[config.mk]
export PLATFORM = sky130hd
export DESIGN_NAME = jtag_tap_chain
export DESIGN_NICKNAME = d
export VERILOG_FILES = /design/src/rtl/jtag_tap_chain.sv
export SDC_FILE = /design/constraint.sdc
export NUM_CORES = 1
export LEC_CHECK = 0
export CAP_MARGIN = 0
export CELL_PAD_IN_SITES_DETAIL_PLACEMENT = 1
export CELL_PAD_IN_SITES_GLOBAL_PLACEMENT = 1
export CORE_MARGIN = 2
export CORE_UTILIZATION = 46
export DETAILED_ROUTE_END_ITERATION = 10
export GPL_ROUTABILITY_DRIVEN = 0
export GPL_TIMING_DRIVEN = 0
export PLACE_DENSITY_LB_ADDON = 0.25
export SYNTH_ARGS = -nofsm -noshare
export SYNTH_HDL_FRONTEND = slang
export SYNTH_SLANG_ARGS = --single-unit
export TNS_END_PERCENT = 30
[constraint.sdc]
create_clock -name clk_i -period 2.6 [get_ports clk_i]
set_clock_uncertainty 0.15 [all_clocks]
set_input_delay 0.65 -clock clk_i [delete_from_list [all_inputs] [get_ports clk_i]]
set_output_delay 0.65 -clock clk_i [all_outputs]
set_load 0.01 [all_outputs]
[src/rtl/jtag_tap_chain.sv]
// jtag_tap_chain
//   Daisy chain of NUM_TAPS IEEE 1149.1 TAPs that share one TAP state machine.
//   Everything runs on clk_i. TCK is oversampled through a 2-flop synchroniser
//   plus a history flop, so a TCK edge is acted on at the 3rd clk_i edge after
//   it happens. TMS/TDI are sampled on that same clk_i edge.
//   TAP 0 drives tdo_o; tdi_i enters TAP NUM_TAPS-1.
//
// Parameters
//   NUM_TAPS    number of TAPs in the chain (1..8)
//   IR_LEN      instruction register length per TAP (2..8)
//   IDCODE_BASE IDCODE of TAP k is IDCODE_BASE + (k << 12), bit 0 forced to 1
//
// Ports
//   clk_i       system clock
//   rst_i       synchronous active-high reset
//   tck_i       JTAG TCK (asynchronous, oversampled)
//   tms_i       JTAG TMS
//   tdi_i       JTAG TDI
//   tdo_o       JTAG TDO, updated on TCK fall
//   tdo_oen_o   high while shifting (Shift-DR / Shift-IR)
//   tap_state_o current TAP state
//   tlr_o       high in Test-Logic-Reset
//
// Optional feature (macro JTAG_USER_REG_EN)
//   Adds a 32-bit USER data register per TAP (instruction 2) and the ports
//   user_data_o [NUM_TAPS*32] / user_update_o [NUM_TAPS]. Without the macro,
//   instruction 2 behaves as BYPASS.
module jtag_tap_chain #(
  parameter int unsigned NUM_TAPS    = 2,
  parameter int unsigned IR_LEN      = 5,
  parameter logic [31:0] IDCODE_BASE = 32'h1DEAD3FF
) (
  input  logic                     clk_i,
  input  logic                     rst_i,
  input  logic                     tck_i,
  input  logic                     tms_i,
  input  logic                     tdi_i,
  output logic                     tdo_o,
  output logic                     tdo_oen_o,
  output logic [3:0]               tap_state_o,
  output logic                     tlr_o
`ifdef JTAG_USER_REG_EN
  ,
  output logic [NUM_TAPS*32-1:0]   user_data_o,
  output logic [NUM_TAPS-1:0]      user_update_o
`endif
);

  localparam logic [3:0] ST_TLR    = 4'hF;
  localparam logic [3:0] ST_RTI    = 4'hC;
  localparam logic [3:0] ST_SEL_DR = 4'h7;
  localparam logic [3:0] ST_CAP_DR = 4'h6;
  localparam logic [3:0] ST_SH_DR  = 4'h2;
  localparam logic [3:0] ST_EX1_DR = 4'h1;
  localparam logic [3:0] ST_PAU_DR = 4'h3;
  localparam logic [3:0] ST_EX2_DR = 4'h0;
  localparam logic [3:0] ST_UPD_DR = 4'h5;
  localparam logic [3:0] ST_SEL_IR = 4'h4;
  localparam logic [3:0] ST_CAP_IR = 4'hE;
  localparam logic [3:0] ST_SH_IR  = 4'hA;
  localparam logic [3:0] ST_EX1_IR = 4'h9;
  localparam logic [3:0] ST_PAU_IR = 4'hB;
  localparam logic [3:0] ST_EX2_IR = 4'h8;
  localparam logic [3:0] ST_UPD_IR = 4'hD;

  // Also the Capture-IR pattern {0...,01}.
  localparam logic [IR_LEN-1:0] IR_IDCODE = IR_LEN'(1);
`ifdef JTAG_USER_REG_EN
  localparam logic [IR_LEN-1:0] IR_USER   = IR_LEN'(2);
`endif

  logic              tck_s1_q, tck_s1_d;
  logic              tck_s2_q, tck_s2_d;
  logic              tck_hist_q, tck_hist_d;
  logic [3:0]        state_q, state_d;
  logic [IR_LEN-1:0] ir_q    [NUM_TAPS];
  logic [IR_LEN-1:0] ir_d    [NUM_TAPS];
  logic [IR_LEN-1:0] ir_sr_q [NUM_TAPS];
  logic [IR_LEN-1:0] ir_sr_d [NUM_TAPS];
  logic [31:0]       dr_sr_q [NUM_TAPS];
  logic [31:0]       dr_sr_d [NUM_TAPS];
  logic              tdo_q, tdo_d;
  logic              oen_q, oen_d;
`ifdef JTAG_USER_REG_EN
  logic [31:0]       user_data_q [NUM_TAPS];
  logic [31:0]       user_data_d [NUM_TAPS];
  logic [NUM_TAPS-1:0] user_upd_q, user_upd_d;
`endif

  logic                tck_rise, tck_fall;
  logic [NUM_TAPS:0]   ir_chain, dr_chain;
  logic [NUM_TAPS-1:0] sel_id, sel_user;

  function automatic logic [3:0] tap_next(input logic [3:0] s, input logic tms);
    case (s)
      ST_TLR:    return tms ? ST_TLR    : ST_RTI;
      ST_RTI:    return tms ? ST_SEL_DR : ST_RTI;
      ST_SEL_DR: return tms ? ST_SEL_IR : ST_CAP_DR;
      ST_CAP_DR: return tms ? ST_EX1_DR : ST_SH_DR;
      ST_SH_DR:  return tms ? ST_EX1_DR : ST_SH_DR;
      ST_EX1_DR: return tms ? ST_UPD_DR : ST_PAU_DR;
      ST_PAU_DR: return tms ? ST_EX2_DR : ST_PAU_DR;
      ST_EX2_DR: return tms ? ST_UPD_DR : ST_SH_DR;
      ST_UPD_DR: return tms ? ST_SEL_DR : ST_RTI;
      ST_SEL_IR: return tms ? ST_TLR    : ST_CAP_IR;
      ST_CAP_IR: return tms ? ST_EX1_IR : ST_SH_IR;
      ST_SH_IR:  return tms ? ST_EX1_IR : ST_SH_IR;
      ST_EX1_IR: return tms ? ST_UPD_IR : ST_PAU_IR;
      ST_PAU_IR: return tms ? ST_EX2_IR : ST_PAU_IR;
      ST_EX2_IR: return tms ? ST_UPD_IR : ST_SH_IR;
      ST_UPD_IR: return tms ? ST_SEL_DR : ST_RTI;
      default:   return ST_TLR;
    endcase
  endfunction

  function automatic logic [31:0] idcode_of(input int unsigned k);
    return (IDCODE_BASE + (k << 12)) | 32'h1;
  endfunction

  assign tck_rise = tck_s2_q & ~tck_hist_q;
  assign tck_fall = ~tck_s2_q & tck_hist_q;

  // Serial input of TAP k is entry k+1; the top entry is tdi_i.
  always_comb begin
    ir_chain = '0;
    dr_chain = '0;
    sel_id   = '0;
    sel_user = '0;
    for (int unsigned k = 0; k < NUM_TAPS; k++) begin
      ir_chain[k] = ir_sr_q[k][0];
      dr_chain[k] = dr_sr_q[k][0];
      sel_id[k]   = (ir_q[k] == IR_IDCODE);
`ifdef JTAG_USER_REG_EN
      sel_user[k] = (ir_q[k] == IR_USER);
`endif
    end
    ir_chain[NUM_TAPS] = tdi_i;
    dr_chain[NUM_TAPS] = tdi_i;
  end

  always_comb begin
    tck_s1_d   = tck_i;
    tck_s2_d   = tck_s1_q;
    tck_hist_d = tck_s2_q;
    state_d    = state_q;
    ir_d       = ir_q;
    ir_sr_d    = ir_sr_q;
    dr_sr_d    = dr_sr_q;
    tdo_d      = tdo_q;
    oen_d      = oen_q;
`ifdef JTAG_USER_REG_EN
    user_data_d = user_data_q;
    user_upd_d  = '0;
`endif
    if (tck_rise) begin
      state_d = tap_next(state_q, tms_i);
      for (int unsigned k = 0; k < NUM_TAPS; k++) begin
        case (state_q)
          ST_CAP_IR: ir_sr_d[k] = IR_IDCODE;
          ST_SH_IR:  ir_sr_d[k] = {ir_chain[k+1], ir_sr_q[k][IR_LEN-1:1]};
          ST_CAP_DR: begin
            dr_sr_d[k] = '0;
            if (sel_id[k]) dr_sr_d[k] = idcode_of(k);
`ifdef JTAG_USER_REG_EN
            if (sel_user[k]) dr_sr_d[k] = user_data_q[k];
`endif
          end
          ST_SH_DR: begin
            // BYPASS is a 1-bit register living in bit 0.
            if (sel_id[k] || sel_user[k])
              dr_sr_d[k] = {dr_chain[k+1], dr_sr_q[k][31:1]};
            else
              dr_sr_d[k][0] = dr_chain[k+1];
          end
          default: ;
        endcase
        if (state_d == ST_TLR) ir_d[k] = IR_IDCODE;
      end
    end
    if (tck_fall) begin
      oen_d = (state_q == ST_SH_DR) || (state_q == ST_SH_IR);
      if (state_q == ST_SH_DR)      tdo_d = dr_sr_q[0][0];
      else if (state_q == ST_SH_IR) tdo_d = ir_sr_q[0][0];
      if (state_q == ST_UPD_IR) ir_d = ir_sr_q;
`ifdef JTAG_USER_REG_EN
      if (state_q == ST_UPD_DR) begin
        for (int unsigned k = 0; k < NUM_TAPS; k++) begin
          if (sel_user[k]) begin
            user_data_d[k] = dr_sr_q[k];
            user_upd_d[k]  = 1'b1;
          end
        end
      end
`endif
    end
  end

  always_ff @(posedge clk_i) begin
    // Synchroniser is left out of reset so a TCK level held across reset
    // does not look like a fresh edge afterwards.
    tck_s1_q   <= tck_s1_d;
    tck_s2_q   <= tck_s2_d;
    tck_hist_q <= tck_hist_d;
    if (rst_i) begin
      state_q <= ST_TLR;
      tdo_q   <= 1'b0;
      oen_q   <= 1'b0;
      for (int unsigned k = 0; k < NUM_TAPS; k++) begin
        ir_q[k]    <= IR_IDCODE;
        ir_sr_q[k] <= '0;
        dr_sr_q[k] <= '0;
`ifdef JTAG_USER_REG_EN
        user_data_q[k] <= '0;
`endif
      end
`ifdef JTAG_USER_REG_EN
      user_upd_q <= '0;
`endif
    end else begin
      state_q <= state_d;
      tdo_q   <= tdo_d;
      oen_q   <= oen_d;
      ir_q    <= ir_d;
      ir_sr_q <= ir_sr_d;
      dr_sr_q <= dr_sr_d;
`ifdef JTAG_USER_REG_EN
      user_data_q <= user_data_d;
      user_upd_q  <= user_upd_d;
`endif
    end
  end

  assign tdo_o       = tdo_q;
  assign tdo_oen_o   = oen_q;
  assign tap_state_o = state_q;
  assign tlr_o       = (state_q == ST_TLR);

`ifdef JTAG_USER_REG_EN
  always_comb begin
    user_data_o = '0;
    for (int unsigned k = 0; k < NUM_TAPS; k++) user_data_o[k*32 +: 32] = user_data_q[k];
  end
  assign user_update_o = user_upd_q;
`endif

endmodule

# --- Yosys cells after proc, flatten, opt, wreduce, memory -nomap -nowiden ---
# Index checks and enable logic that the tools add are counted.
classes:
  n_eq_ne: 20
  muxes: 31
  n_bitwise: 4
  n_reduce_logical: 13
ops:
  columns: ["op", "n"]
  rows:
  - ["one-hot mux 32 bit (2 select lines)", 2]
  - ["two-way mux 31 bit", 2]
  - ["two-way mux 29 bit", 2]
  - ["one-hot mux 4 bit (12 select lines)", 1]
  - ["equality test 4 bit (second input constant)", 9]
  - ["two-way mux 10 bit", 3]
  - ["one-hot mux 5 bit (2 select lines)", 2]
  - ["equality test 4 x 3 -> 1 bit (second input constant)", 4]
  - ["two-way mux 2 bit", 6]
  - ["two-way mux 3 bit", 4]
  - ["equality test 5 x 1 -> 1 bit (second input constant)", 2]
  - ["two-way mux 5 bit", 2]
  - ["equality test 4 x 2 -> 1 bit (second input constant)", 2]
  - ["two-way mux 4 bit", 2]
  - ["AND reduction 2 bit", 3]
  - ["AND reduction 3 bit", 2]
  - ["nonzero test 2 bit", 3]
  - ["two-way mux 1 bit", 5]
  - ["equality test 4 x 1 -> 1 bit (second input constant)", 1]
  - ["zero test 4 bit", 1]
  - ["!= test 2 bit (second input constant)", 2]
  - ["OR reduction 2 bit", 2]
  - ["OR reduction 3 bit", 1]
  - ["bitwise AND 1 bit", 2]
  - ["other kinds (2)", 3]
word_totals:
  output_inout_bits: 7
  ff_bits: 93

# --- Logic depth before layout (Yosys ltp) ---
# Gate-level depths: netlist of the first run.
depth:
  depth_word: 9
  depth_mapped: 7

# --- Worst setup path before layout of the first run ---
# OpenSTA, ideal clock, no wires.
synth_path:
  path_kind: "reg2reg"
  start: "register ir_q[7] in the netlist's numbering"
  end: "register dr_sr_q[33] in the netlist's numbering"
  slack_ns: 0.748
  setup_ns: 0.134
  t_required_ns: 2.316
  path_buffers: 1
  synth_period_minus_slack_ns: 1.852
  arrival_ns: 1.568
  stages_incl_launch_ff: 6
  path_cell_list: "dfxtp_1 -> or4b_4 -> or3_1 -> a21oi_2 -> buf_6 -> a211oi_1"
synth_via:
  elab_chain_len: 3
  word_cells_on_any_way: 5
synth_rtl:
  columns: ["item", "line_no", "text"]
  rows:
  - ["start: declaration", "76", "logic [IR_LEN-1:0] ir_q [NUM_TAPS];"]
  - ["start signal: assignment", "223", "ir_q <= ir_d;"]
  - ["equality test 5 x 1 -> 1 bit *", "132", "sel_id[k] = (ir_q[k] == IR_IDCODE);"]
  - ["two-way mux 29 bit or != test 2 bit (tied branches)", null, null]
  - ["one-hot mux 32 bit (2 select lines) or AND reduction 3 bit (tied branches)", null, null]
  - ["end signal: assignment", "225", "dr_sr_q <= dr_sr_d;"]
  - ["end: declaration", "80", "logic [31:0] dr_sr_q [NUM_TAPS];"]
# Every way passes the cells marked *; elsewhere a longest branch is shown, timed or not.
# A chain may end at the register's enable or synchronous reset.

# --- Worst setup path after layout of the first run ---
layout_path:
  start: "register state_q[0] (netlist: tap_state_o[0])"
  end: "output port tlr_o"
layout_via:
  elab_chain_len: 1
layout_rtl:
  columns: ["item", "line_no", "text"]
  rows:
  - ["start: declaration", "75", "logic [3:0] state_q, state_d;"]
  - ["start signal: assignment", "220", "state_q <= state_d;"]
  - ["equality test 4 bit", "236", "assign tlr_o = (state_q == ST_TLR);"]
  - ["end: declaration", "41", "output logic tlr_o"]
# No other way between the ends.

==> results of run 1 <==
## worst max path at each step
stage / start / endpoint / slack, ns / depth (start not counted)
finish: tap_state_o[0] / tlr_o / 0.06 / 3
global route: tap_state_o[1] / tlr_o / 0.01 / 4
CTS: tap_state_o[1] / tlr_o / 0.05 / 4
detailed placement: tap_state_o[2] / tlr_o / 0.22 / 4
global placement: tap_state_o[2] / tlr_o / 0.25 / 4
floorplan: ir_q[7] / dr_sr_q[33] / 0.75 / 5
## cell usage in the layout, fill, tap and decap left out, drive strengths merged, types with 2 or more instances in the layout
cell type	n
dfxtp	93
or3	4
nor2b	2
nand3	12
nand4	20
bufinv	2
a21oi	87
nand2b	3
nor2	11
o21ai	43
nor3	6
nor4b	5
mux2i	2
o21bai	2
o211ai	2
clkinv	3
a21o	2
nand2	45
nand3b	9
a211oi	26
nor3b	3
inv	4
clkbuf	38
o2111ai	17
clkdlybuf4s50	9
and3	3
or4b	2
buf	18
## per-layer routing
| layer | GRT usage [%] | vias to the layer above | wire (um) |
|---|---|---|---|
| li1 | - | 1731 | - |
| met1 | 33.93 | 1765 | 5256 |
| met2 | 39.53 | 52 | 5056 |
| met3 | 2.897 | 12 | 225 |
| met4 | 7.262 | 0 | 109 |
| met5 | 0 | - | 0 |
## through the flow
step           std cells  area, um2  utilization [%]  hold WS (ns)  total power [uW]
3_3_place_gp         574       4138            50.36        0.1617              1637
5_1_grt              587       4337            52.78        0.2015              2736
2_1_floorplan        460       3916                -        0.1596              1579
4_1_cts              587       4337            52.78        0.1894              2668
6_report             587       4337            52.78        0.1857              2653
3_5_place_dp         574       4138            50.36        0.1671              1641
## power groups by stage
stage                     logic, uW  clock network, uW  registers, uW
after floorplan                 104                  0           1470
after global placement          163                  0           1470
after detailed placement        167                  0           1470
after CTS                       158               1060           1450
after global routing            171               1110           1450
final                           158               1050           1450
## registers in the layout (all words and copies together) (netlist names)
signal / count
dr_chain: 2
dr_sr_q: 62
ir_chain: 2
ir_q: 10
ir_sr_q: 8
tap_state_o: 4
tck_hist_d: 1
tck_hist_q: 1
tck_s1_q: 1
tdo_o: 1
tdo_oen_o: 1
## final cells by class
type | instances | area (um2)
Clock inverter | 5 | 75.07
Multi-Input combinational cell | 315 | 1822
Tap cell | 105 | 131.4
Clock buffer | 11 | 131.4
Fill cell | 996 | 3880
Inverter | 4 | 15.01
Sequential cell | 93 | 1866
Buffer | 45 | 206.4
Timing Repair Buffer | 9 | 90.09
## cell families after synthesis
kind of cell | after synthesis
simple gates | 128
compound gates | 185
buf+inv | 52
mux | 2
flops | 93
## worst max-delay path: stages, from the launching register on
cell and delay [ns]:
dfxtp_2 0.51, nand3_1 0.18, nor2_1 0.14, clkdlybuf4s50_1 0.55
## repair_timing
action,4_1_cts,5_1_grt
endpoints found under the setup margin,1,0
hold buffers,0,0
buffers inserted,0,0
resized for setup,4,0
==> out/results.md, run 1 <==
| Parameter | Reported |
| --- | --- |
| Die outline width | 96.27 um |
| Reg-to-Reg End | dr_sr_q[45] |
| Core area | 8217 um2 |
| Total number of H-tree levels | 3 |
| Compound-gate portion of the synthesized area | 27.99% |
| Count leader, synth | dfxtp_1 |
| Max-capacitance violation count | 0 |
| Final Routed Wirelength | 10.65 mm |
| Top post-synthesis cells by count | dfxtp_1 (93), a21oi_1 (85), nand2_1 (45) |
| Mux share of post-synthesis cell area | 0.5112% |
| Net count of the mapped netlist | 465 |
| Clock tree from TritonCTS | done |
| Clock net sink count | 93 |
| Total number of nets in the final design | 482 |
| Number of rows created at floorplan | 33 |
| Avg Inst Size Synth | 8.514 um2 |
| Crit Reg-Reg Startpoint | tap_state_o[0] |
| Clock latency on the worst-skew pair | 0.36 ns |
| Basic-gate share of the synthesized area counting and, or, nand and nor cells | 18.02% |
| Fin Setup TNS | 0 ns |
| Post-synthesis xor/xnor area fraction | 0% |
| Static Leak | 0.001324 uW |
| Vias in the first global route | 3496 |
| Total count of hold-check failures in the final report | 0 |
| Routed via count | 3560 |
| Top area cells in the synthesized netlist | dfxtp_1 (48%), a21oi_1 (11%), o21ai_0 (5.5%) |
| Number of DRC violations after detailed-routing iteration 0 | 154 |
| Main combinational cell family by area after synthesis | compound AO/OA/AOI/OAI gates |
| Kind of start point of the critical path | flip-flop |
| Count of warnings emitted by yosys | 0 |
| Synthesized instance count | 460 |
| Vertical die dimension | 96.27 um |
| Maximum clock frequency | 394.3 MHz |
| Fraction of the mapped netlist area in adder cells | 0% |
| Final critical path time including I/O delays and setup | 2.536 ns |
| Number of antenna violations at the first check in global routing | 0 |
| Diodes inserted | 0 |
| Library cell with the largest summed area after synthesis | dfxtp_1 |
| Worst path required time | 1.80 ns |
| Sequential group share of total power | 54.6% |
| Number of design rule violations left after detail routing | 0 |
| Fraction of registers with async set/reset | 0% |
| Worst min-delay path startpoint | tck_s1_q |
| WL/cell | 18.14 um |
| Combined area of all synthesized cells | 3916 um2 |
| Type of the setup path with the least slack | flip-flop to primary output |
| CTS Buf Count | 9 |
| Remaining global-route overflow | 0 |
| Net switching power | 626.1 uW |
| Worst Tran Pin Value | 0.8294 ns |
| Least setup slack across all paths after layout | 0.06383 ns |
| Share of power burned in the clock network | 39.4% |
| Pins Over Slew Limit | 0 |
| Count of pins on the block boundary | 12 |
| Pre-CTS worst setup slack | 0.2228 ns |
| Worst endpoint data arrival time | 1.74 ns |
| Internal Pwr Total | 2027 uW |
| Proportion of synthesized chip area in sequential cells | 47.54% |
| Register bit count reported by yosys | 93 |
| Post-DRT Antenna Nets | 0 |
| Share of post-route cells with drive strength above 1 | 8.921% |
| Area growth from synthesis to layout | 10.73% |
| Worst min-delay path category | flip-flop to flip-flop |
| Port-buffer cells | 9 |
| Global-route wire length before repair | 17.52 mm |
| Via density per instance | 6.065 |
| CP Max Fanout | 14 |
| Maximum clock insertion buffer count | 2 |
| Number of search-and-repair iterations in the first detailed-routing pass | 4 |
| Worst r2r path cells | 5 |
| Register-to-register setup slack | 0.35 ns |
| Status | complete, no violations |
| Post-detailed-placement half-perimeter wirelength | 7.366 mm |
| Setup violation total in the final timing report | 0 |
| RSZ-0062 raised after global routing | no |
| Cell at the root of the clock tree | clkbuf_8 |
| VDD IR-drop max | 0.0003562 V |
| Number of enable flip-flop cells after synthesis | 0 |
| Comb pwr share | 6.0% |
| Type of destination of the critical path | primary output |
| Worst Hold End | tck_hist_d |
| Library cells used by synthesis | 42 |
| Starting Density | 47.66% |
| Fin crit share | 97.54% |
| Yosys top cell area share | 47.54% |
| Switching fraction of total power | 23.60% |
| Total GRT Usage | 24.37% |
| Clock transition time at the flip-flop clock pins of the worst setup and hold paths | 0.09 ns |
| Die Outline Area | 9268 um2 |
| Total power divided by cell area | 611.8 nW/um2 |
| Worst Hold Depth | 0 |
| Largest net degree at the start of global routing | 15 |
| Worst slew margin relative to its limit | 44.65% |
| Most used DFF post-synth | dfxtp_1 |
Power figures use the tool's default switching activity.
==> inputs of run 2 (changes only) <==
==> constraint.sdc (replaced) <==
create_clock -name clk_i -period 2.6 [get_ports clk_i]
set_clock_uncertainty 0.15 [all_clocks]
set_input_delay 0.78 -clock clk_i [delete_from_list [all_inputs] [get_ports clk_i]]
set_output_delay 0.78 -clock clk_i [all_outputs]
set_load 0.01 [all_outputs]
==> out/results.md, run 2 (synthesized netlist as in run 1, its figures left out) <==
| Parameter | Reported |
| --- | --- |
| RSZ-0062 raised after global routing | no |
| Maximum clock insertion buffer count | 2 |
| Cell at the root of the clock tree | clkbuf_8 |
| WL/cell | 18.20 um |
| Largest registers | dr_sr_q (62), ir_q (10), ir_sr_q (8) |
| Worst path required time | 1.67 ns |
| Pins Over Slew Limit | 0 |
| Type of destination of the critical path | primary output |
| Count of pins on the block boundary | 12 |
| Most flops, register | dr_sr_q |
| CTS Buf Count | 9 |
| Remaining global-route overflow | 0 |
| Kind of cell adding the most delay to the critical path | buffers and inverters |
| Cts-stage hold buffer count | 0 |
| Vias in the first global route | 3492 |
| Via density per instance | 6.102 |
| Multi-input gate area in the final layout | 1822 um2 |
| Area growth from synthesis to layout | 10.86% |
| Die outline width | 96.27 um |
| Number of design rule violations left after detail routing | 0 |
| Pre-CTS worst setup slack | 0.09276 ns |
| Starting Density | 47.66% |
| Post-DRT Antenna Nets | 0 |
| Diodes inserted | 0 |
| Type of the setup path with the least slack | flip-flop to primary output |
| Max incr delay on CP | 0.58 ns |
| Kind of start point of the critical path | flip-flop |
| Worst Hold Depth | 0 |
| Worst min-delay path category | flip-flop to flip-flop |
| Post-detailed-placement half-perimeter wirelength | 7.366 mm |
| Number of antenna violations at the first check in global routing | 0 |
| Total GRT Usage | 24.30% |
| Clock net sink count | 93 |
| Max-capacitance violation count | 0 |
| Register-to-register setup slack | 0.35 ns |
| Clock transition time at the flip-flop clock pins of the worst setup and hold paths | 0.09 ns |
| Maximum clock frequency | 428.8 MHz |
| Number of DRC violations after detailed-routing iteration 0 | 165 |
| Clock tree from TritonCTS | done |
| Worst endpoint data arrival time | 1.40 ns |
| Vertical die dimension | 96.27 um |
| Static Leak | 0.001324 uW |
| Most frequent standard cell in the layout excluding fill and tap cells | dfxtp_1 |
| Final total power | 2650 uW |
| Port-buffer cells | 9 |
| Fin Setup TNS | 0 ns |
| CP Max Fanout | 10 |
| Worst Tran Pin Value | 0.8417 ns |
| Total number of nets in the final design | 482 |
| Status | complete, no violations |
| Final Routed Wirelength | 10.68 mm |
| Share of post-route cells with drive strength above 1 | 9.129% |
| Largest net degree at the start of global routing | 15 |
| Routed via count | 3582 |
| Number of rows created at floorplan | 33 |
| Total number of H-tree levels | 3 |
| Final core area utilization | 52.84% |
| Worst r2r path cells | 5 |
| Clock latency on the worst-skew pair | 0.36 ns |
| Fin crit share | 89.69% |
| Worst slew margin relative to its limit | 43.83% |
| Number of cells on the critical path | 1 |
| # fillers | 995 |
| Max stage delay cell, worst path | clkdlybuf4s50_1 |
| Least setup slack across all paths after layout | 0.2680 ns |
| VDD IR-drop max | 0.0003563 V |
| Core area | 8217 um2 |
| Commonest cells after routing, fill and taps aside | dfxtp_1 (89), a21oi_1 (85), nand2_1 (45) |
| Worst Path Buf+Inv | 1 |
| Postcts setup bufs | 0 |
| Total count of hold-check failures in the final report | 0 |
| Number of search-and-repair iterations in the first detailed-routing pass | 5 |
| Worst path cell trace | clkdlybuf4s50_1 |
| Final critical path time including I/O delays and setup | 2.332 ns |
| Die Outline Area | 9268 um2 |
| Setup violation total in the final timing report | 0 |
| Quantity of gates resized following cts | 8 |
| Flip-flop count of the largest register, all copies and words added | 62 |
| Global-route wire length before repair | 17.48 mm |
| Total power divided by cell area | 610.3 nW/um2 |
| Storage cell area | 1872 um2 |
==> run 2: where the power goes <==
| part | switching (uW) | internal (uW) | leakage (uW) |
|---|---|---|---|
| Clock | 506 | 539 | 0.000107 |
| Combinational | 104 | 53.0 | 0.000467 |
| Sequential | 16.3 | 1430 | 0.000750 |
==> run 2: worst paths after layout <==
kind / start / end
worst max-delay path: tap_state_o[2] / tap_state_o[2]
worst min register to register: tck_s1_q / tck_hist_d
worst min-delay path: tck_s1_q / tck_hist_d
worst max register to register: tap_state_o[0] / dr_sr_q[45]
==> run 2: metal layers <==
layer  GRT usage, %  routed length (um)
met1          33.67                5333
met4          7.262                  93
met2          39.58                5068
met5              0                   0
met3          2.897                 188
==> run 2: final cells by class <==
cell class,count,area share (%)
Tap cell,105,3.026
Sequential cell,93,43.11
Timing Repair Buffer,9,2.046
Clock inverter,5,1.729
Buffer,45,4.755
Multi-Input combinational cell,315,41.96
Inverter,4,0.3458
Clock buffer,11,3.026
==> run 2: stage by stage <==
stage               area, um2  std cells  hold WS (ns)
finish                   4342        587        0.1869
global route             4342        587        0.2015
CTS                      4342        587        0.1894
detailed placement       4138        574        0.1671
global placement         4138        574        0.1617
floorplan                3916        460        0.1596
